`src/rtl/fighter_pkg.sv`:
```
// fighter_pkg: animation state encoding, screen size and default fighter timing constants.
package fighter_pkg;
    typedef enum logic [1:0] {
        ST_IDLE     = 2'd0,
        ST_PUNCH    = 2'd1,
        ST_COOLDOWN = 2'd2
    } anim_state_t;
    localparam int SCREEN_W            = 640;
    localparam int SCREEN_H            = 480;
    localparam int DEF_HITBOX_W        = 80;
    localparam int DEF_HITBOX_H        = 160;
    localparam int DEF_IDLE_FRAMES     = 3;
    localparam int DEF_PUNCH_FRAMES    = 3;
    localparam int DEF_TICKS_PER_FRAME = 8;
    localparam int DEF_COOLDOWN_TICKS  = 16;
    localparam int CNT_W               = 8;
endpackage

```
`src/rtl/hitbox_mapper.sv`:
```
// hitbox_mapper: registers the current pixel as hitbox-relative coordinates.
// Bounds use 11-bit sums so a hitbox hanging off the right/bottom edge clips instead of wrapping.
module hitbox_mapper
    import fighter_pkg::*;
#(
    parameter int HITBOX_W = DEF_HITBOX_W,
    parameter int HITBOX_H = DEF_HITBOX_H
) (
    input  logic       vga_clk,
    input  logic       reset,
    input  logic [9:0] draw_x,
    input  logic [9:0] draw_y,
    input  logic [9:0] pos_x,
    input  logic [9:0] pos_y,
    output logic [9:0] rel_x,
    output logic [9:0] rel_y,
    output logic       in_hitbox
);
    logic [10:0] x_end, y_end;
    logic        hit;
    assign x_end = {1'b0, pos_x} + 11'(HITBOX_W);
    assign y_end = {1'b0, pos_y} + 11'(HITBOX_H);
    assign hit   = draw_x >= pos_x && {1'b0, draw_x} < x_end &&
                   draw_y >= pos_y && {1'b0, draw_y} < y_end;
    always_ff @(posedge vga_clk or posedge reset) begin
        if (reset) begin
            rel_x     <= '0;
            rel_y     <= '0;
            in_hitbox <= 1'b0;
        end else begin
            rel_x     <= hit ? draw_x - pos_x : '0;
            rel_y     <= hit ? draw_y - pos_y : '0;
            in_hitbox <= hit;
        end
    end
endmodule

```
`src/rtl/fighter_anim_seq.sv`:
```
// fighter_anim_seq: per-fighter IDLE/PUNCH/COOLDOWN sequencer, frame-start position latch and hitbox mapping.
// Define FIGHTER_ANIM_PINGPONG_EN to ping-pong the idle frames instead of wrapping them.
module fighter_anim_seq
    import fighter_pkg::*;
#(
    parameter int HITBOX_W        = DEF_HITBOX_W,
    parameter int HITBOX_H        = DEF_HITBOX_H,
    parameter int IDLE_FRAMES     = DEF_IDLE_FRAMES,
    parameter int PUNCH_FRAMES    = DEF_PUNCH_FRAMES,
    parameter int TICKS_PER_FRAME = DEF_TICKS_PER_FRAME,
    parameter int COOLDOWN_TICKS  = DEF_COOLDOWN_TICKS
) (
    input  logic        vga_clk,
    input  logic        reset,
    input  logic        frame_tick,
    input  logic [9:0]  pos_x,
    input  logic [9:0]  pos_y,
    input  logic        facing_left,
    input  logic        punch_req,
    input  logic [9:0]  DrawX,
    input  logic [9:0]  DrawY,
    output logic [9:0]  rel_x,
    output logic [9:0]  rel_y,
    output logic        in_hitbox,
    output logic        mirror,
    output anim_state_t anim_state,
    output logic [1:0]  frame_idx,
    output logic        attack_active
);
    logic [9:0]       pos_x_l, pos_y_l;
    logic [CNT_W-1:0] tick_cnt, cd_cnt;
    logic             tick_wrap;
    logic [1:0]       idle_nx;
    assign tick_wrap = tick_cnt == CNT_W'(TICKS_PER_FRAME - 1);
`ifdef FIGHTER_ANIM_PINGPONG_EN
    logic dir_dn, dir_nx;
    always_comb begin
        dir_nx  = dir_dn ? frame_idx != 2'd0 : frame_idx == 2'(IDLE_FRAMES - 1);
        idle_nx = dir_nx ? frame_idx - 1'b1 : frame_idx + 1'b1;
    end
`else
    assign idle_nx = frame_idx == 2'(IDLE_FRAMES - 1) ? 2'd0 : frame_idx + 1'b1;
`endif
    always_ff @(posedge vga_clk or posedge reset) begin
        if (reset) begin
            pos_x_l       <= '0;
            pos_y_l       <= '0;
            mirror        <= 1'b0;
            anim_state    <= ST_IDLE;
            frame_idx     <= '0;
            tick_cnt      <= '0;
            cd_cnt        <= '0;
            attack_active <= 1'b0;
`ifdef FIGHTER_ANIM_PINGPONG_EN
            dir_dn        <= 1'b0;
`endif
        end else if (frame_tick) begin
            pos_x_l       <= pos_x;
            pos_y_l       <= pos_y;
            mirror        <= facing_left;
            tick_cnt      <= tick_wrap ? '0 : tick_cnt + 1'b1;
            attack_active <= 1'b0;
            case (anim_state)
                ST_IDLE: begin
                    if (punch_req) begin
                        anim_state <= ST_PUNCH;
                        frame_idx  <= '0;
                        tick_cnt   <= '0;
                    end else if (tick_wrap) begin
                        frame_idx <= idle_nx;
`ifdef FIGHTER_ANIM_PINGPONG_EN
                        dir_dn    <= dir_nx;
`endif
                    end
                end
                ST_PUNCH: begin
                    if (!tick_wrap) begin
                        attack_active <= frame_idx == 2'd1;
                    end else if (frame_idx == 2'(PUNCH_FRAMES - 1)) begin
                        anim_state <= ST_COOLDOWN;
                        frame_idx  <= '0;
                        cd_cnt     <= CNT_W'(COOLDOWN_TICKS);
`ifdef FIGHTER_ANIM_PINGPONG_EN
                        dir_dn     <= 1'b0;
`endif
                    end else begin
                        frame_idx     <= frame_idx + 1'b1;
                        attack_active <= frame_idx == 2'd0;
                    end
                end
                ST_COOLDOWN: begin
                    cd_cnt <= cd_cnt - 1'b1;
                    if (tick_wrap) begin
                        frame_idx <= idle_nx;
`ifdef FIGHTER_ANIM_PINGPONG_EN
                        dir_dn    <= dir_nx;
`endif
                    end
                    if (cd_cnt == CNT_W'(1))
                        anim_state <= ST_IDLE;
                end
                default: anim_state <= ST_IDLE;
            endcase
        end
    end
    hitbox_mapper #(
        .HITBOX_W(HITBOX_W),
        .HITBOX_H(HITBOX_H)
    ) u_mapper (
        .vga_clk  (vga_clk),
        .reset    (reset),
        .draw_x   (DrawX),
        .draw_y   (DrawY),
        .pos_x    (pos_x_l),
        .pos_y    (pos_y_l),
        .rel_x    (rel_x),
        .rel_y    (rel_y),
        .in_hitbox(in_hitbox)
    );
endmodule

```
`config.mk`:
```
export PLATFORM = sky130hd
export DESIGN_NAME = fighter_anim_seq
export DESIGN_NICKNAME = d
export VERILOG_FILES = /design/src/rtl/fighter_pkg.sv /design/src/rtl/hitbox_mapper.sv /design/src/rtl/fighter_anim_seq.sv
export SDC_FILE = /design/constraint.sdc
export NUM_CORES = 1
export LEC_CHECK = 0
export CAP_MARGIN = 25
export CORE_ASPECT_RATIO = 0.5
export CORE_MARGIN = 2
export CORE_UTILIZATION = 55
export DETAILED_ROUTE_END_ITERATION = 8
export PLACE_DENSITY = 0.83
export SYNTH_ARGS = -nofsm -noshare
export SYNTH_HDL_FRONTEND = slang
export SYNTH_SLANG_ARGS = --single-unit
```
`constraint.sdc`:
```
create_clock -name vga_clk -period 7.3 [get_ports vga_clk]
set_input_delay 2.19 -clock vga_clk [delete_from_list [all_inputs] [get_ports vga_clk]]
set_output_delay 2.19 -clock vga_clk [all_outputs]
set_load 0.1 [all_outputs]
```
==> flow_summary.toml <==
[outcome]
status = "completed"

[synthesis]
synth-seq-cells = 63
synthCells = 407
register_area_share_after_synthesis_pct = 40.74
synth-edff-count = 0
post_synth.cell_area_avg_um2 = 9.509
proportion_of_synthesized_flip_flops_having_asynchronous_set_or_reset_pct = 100.0
synthDistinctLibCells = 55
area_of_the_mapped_netlist_um2 = 3870
syn-num-nets = 495
most_used_flip_flop_cell_after_synthesis = "dfrtp_1"
yosys_warnings = 0

[setup_path]
critPathArrivalTime_ns = 4.70
startpoint_type = "primary input"
r2r-start = "pos_y_l[5]"
path_class = "in -> reg"
endpoint_of_the_worst_slack_reg_to_reg_timing_path = "u_mapper.rel_x[3]"
timing.reg2reg.setup_slack_ns = 4.32
worstPathRequired_ns = 7.54
reg2reg_depth = 10
worstSetupEndpointType = "flip-flop"
critical_path_peak_fanout = 21

[drt]
wirelength_um = 8440
route.antenna.remaining_nets = 0
violation_count_after_the_first_detailed_routing_iteration = 180
drt_pass1_iterations = 4
post-route-drc-count = 0
avgRoutedWirePerCell_um = 14.60
vias_per_cell = 5.413
total_number_of_vias = 3129

[timing]
tns_ns = 0
timing_hold_violations_final = 0
holdWs_ns = 0.4966
setup-violations-final = 0
slew_violations = 0
period_minus_slack_ns = 4.462
grt_setup_unrepaired = "false"
skew_ns = 0.01221
worst-slew-pin-transition_ns = 0.9839
timing.fmax_mhz = 224.1
final_min_period_over_clock_period_pct = 61.13
max_slew_margin_pct = 34.20

[cells_and_area]
mostFrequentLayoutCells = "71 x clkdlybuf4s50_1, 63 x dfrtp_1, 41 x ha_1, 38 x inv_1, 37 x o21ai_0"
nNetsFinal = 570
final_common_cell = "clkdlybuf4s50_1"
antenna-diode-count = 0
final_layout_size_suffix_gt1_share_pct = 6.173
areaGrowthSynthToFinish_pct = 28.19

[grt]
grt_first_pass_wirelength_um = 14200
track_usage_pct = 24.03
first_global_vias = 2990
antenna_found_initial = 0
grt_start_max_net_pins = 64
grt.overflow.total = 0

[die]
ios = 72
start_util_pct = 57.31
std_cell_rows = 21
die_height_um = 63.32
floorplan.die.width_um = 122.6
coreArea_um2 = 6753
dieArea_um2 = 7764

[clock_network]
post_cts_hold_buffer_count = 0
clk_transition_reported_paths_ns = 0.05
cts_tree = "yes"
clock_latency_on_the_worst_skew_pair_ns = 0.34
cts.sinks = 63
post_cts.resized_instances = 0
clock-root-buffer = "clkbuf_16"
cts_made_buffers = 9
h-tree-depth = 3
ctsLongestPathBuffers = 2
cts_setup_buffers = 0

[placement]
place_congestion = 0.8365
count_of_buffers_inserted_at_the_top_level_ports = 71
detailed_place_hpwl_um = 6212

[power]
total_leakage_power_nw = 2.310
cellPowerDensity_nw_per_um2 = 273.0
irDropWorstVdd_mv = 0.2779

[min_path]
hold_path_startpoint = "cd_cnt[6]"
hold_path_depth = 1
min_to = "cd_cnt[6]"
hold_path_class = "reg -> reg"

[run]
max-cap-violations = 0
routing by layer:
metal	track usage (%)	part of all wire (%)	vias to the layer above
met5	0	0	-
met4	9.052	1.6	0
met3	6.612	4.6	15
met2	38.26	47	73
met1	31.34	46	1470
li1	-	-	1571
cells in the mapped netlist, types with 2 or more instances:
master / count / area, um^2
o31a_1: 2 / 17.52
ha_1: 41 / 513.0
a21oi_2: 2 / 17.52
nor3_1: 5 / 25.02
nand2_1: 36 / 135.1
dfrtp_1: 63 / 1577
a211oi_1: 5 / 37.54
nand4b_1: 2 / 17.52
clkbuf_1: 6 / 22.52
a41o_1: 2 / 20.02
mux2_2: 6 / 67.56
xnor2_1: 15 / 131.4
buf_6: 2 / 22.52
a31oi_1: 5 / 31.28
o21ai_0: 37 / 185.2
nor2b_1: 4 / 25.02
nand4_1: 6 / 37.54
inv_1: 39 / 146.4
o21bai_1: 2 / 15.01
o21a_1: 2 / 15.01
xor2_1: 11 / 96.34
nand3_1: 11 / 55.05
a2111oi_0: 2 / 17.52
a21o_1: 10 / 75.07
or2_2: 2 / 12.51
nor2_1: 33 / 123.9
o31ai_1: 2 / 15.01
a22o_1: 2 / 17.52
and3_1: 3 / 18.77
a21oi_1: 15 / 75.07
nand2b_1: 7 / 43.79
fa_1: 2 / 40.04
nor4b_1: 3 / 26.28
report_power, final:
part           total (mW)  internal [mW]  switching [mW]
clock               0.427          0.280           0.147
combinational       0.493          0.181           0.312
sequential          0.435          0.394          0.0410
total                1.35          0.854           0.500
sequential cells by signal, indices dropped and copies added, names as in the netlist, 2 cells and up:
signal,flops
pos_y_l,10
pos_x_l,10
u_mapper.rel_y,10
frame_idx,2
anim_state,2
tick_cnt,8
u_mapper.rel_x,10
cd_cnt,8
stage by stage:
step / cell area [um^2] / cells / power [mW] / util [%] / setup slack (ns)
floorplan: 3870 / 407 / 0.7986 / - / 3.205
global placement: 4662 / 563 / 0.9057 / 69.04 / 2.567
detailed placement: 4662 / 563 / 0.9253 / 69.04 / 2.501
CTS: 4961 / 578 / 1.359 / 73.47 / 2.838
global route: 4961 / 578 / 1.432 / 73.47 / 2.722
finish: 4961 / 578 / 1.354 / 73.47 / 2.838
critical path, stage by stage:
cell	delay, ns
clkdlybuf4s50_1	0.46
ha_1	0.33
nor2b_1	0.14
o31a_1	0.30
o311ai_2	0.23
a211oi_1	0.11
or4_4	0.69
a211oi_1	0.25
how the worst max path moves through the flow:
stage | startpoint | endpoint | slack (ns) | cells after the start
after floorplan | DrawX[1] | u_mapper.rel_x[4] | 3.20 | 8
after global placement | DrawX[1] | u_mapper.rel_x[3] | 2.57 | 8
after detailed placement | DrawX[1] | u_mapper.rel_x[3] | 2.50 | 8
after CTS | DrawX[1] | u_mapper.rel_x[3] | 2.84 | 8
after global routing | DrawX[1] | u_mapper.rel_x[3] | 2.72 | 8
final | DrawX[1] | u_mapper.rel_x[3] | 2.84 | 8
final cells by class:
type                            count  area, um^2
Tap cell                           92       115.1
Fill cell                         503        1792
Multi-Input combinational cell    296        2098
Clock inverter                      3       42.54
Timing Repair Buffer               73       725.7
Sequential cell                    63        1577
Inverter                           39       146.4
Clock buffer                       12       256.5
kinds of logic after synthesis:
logic type               synth area share [%]
AO/OA/AOI/OAI                           16.55
multiplexers                            1.746
AND/OR/NAND/NOR                         15.75
flip-flops                              40.74
adder cells (fa/ha/maj)                 14.29
XOR/XNOR                                5.884
buffers and inverters                   5.043
Note: power is estimated with default switching activity, not from simulation.
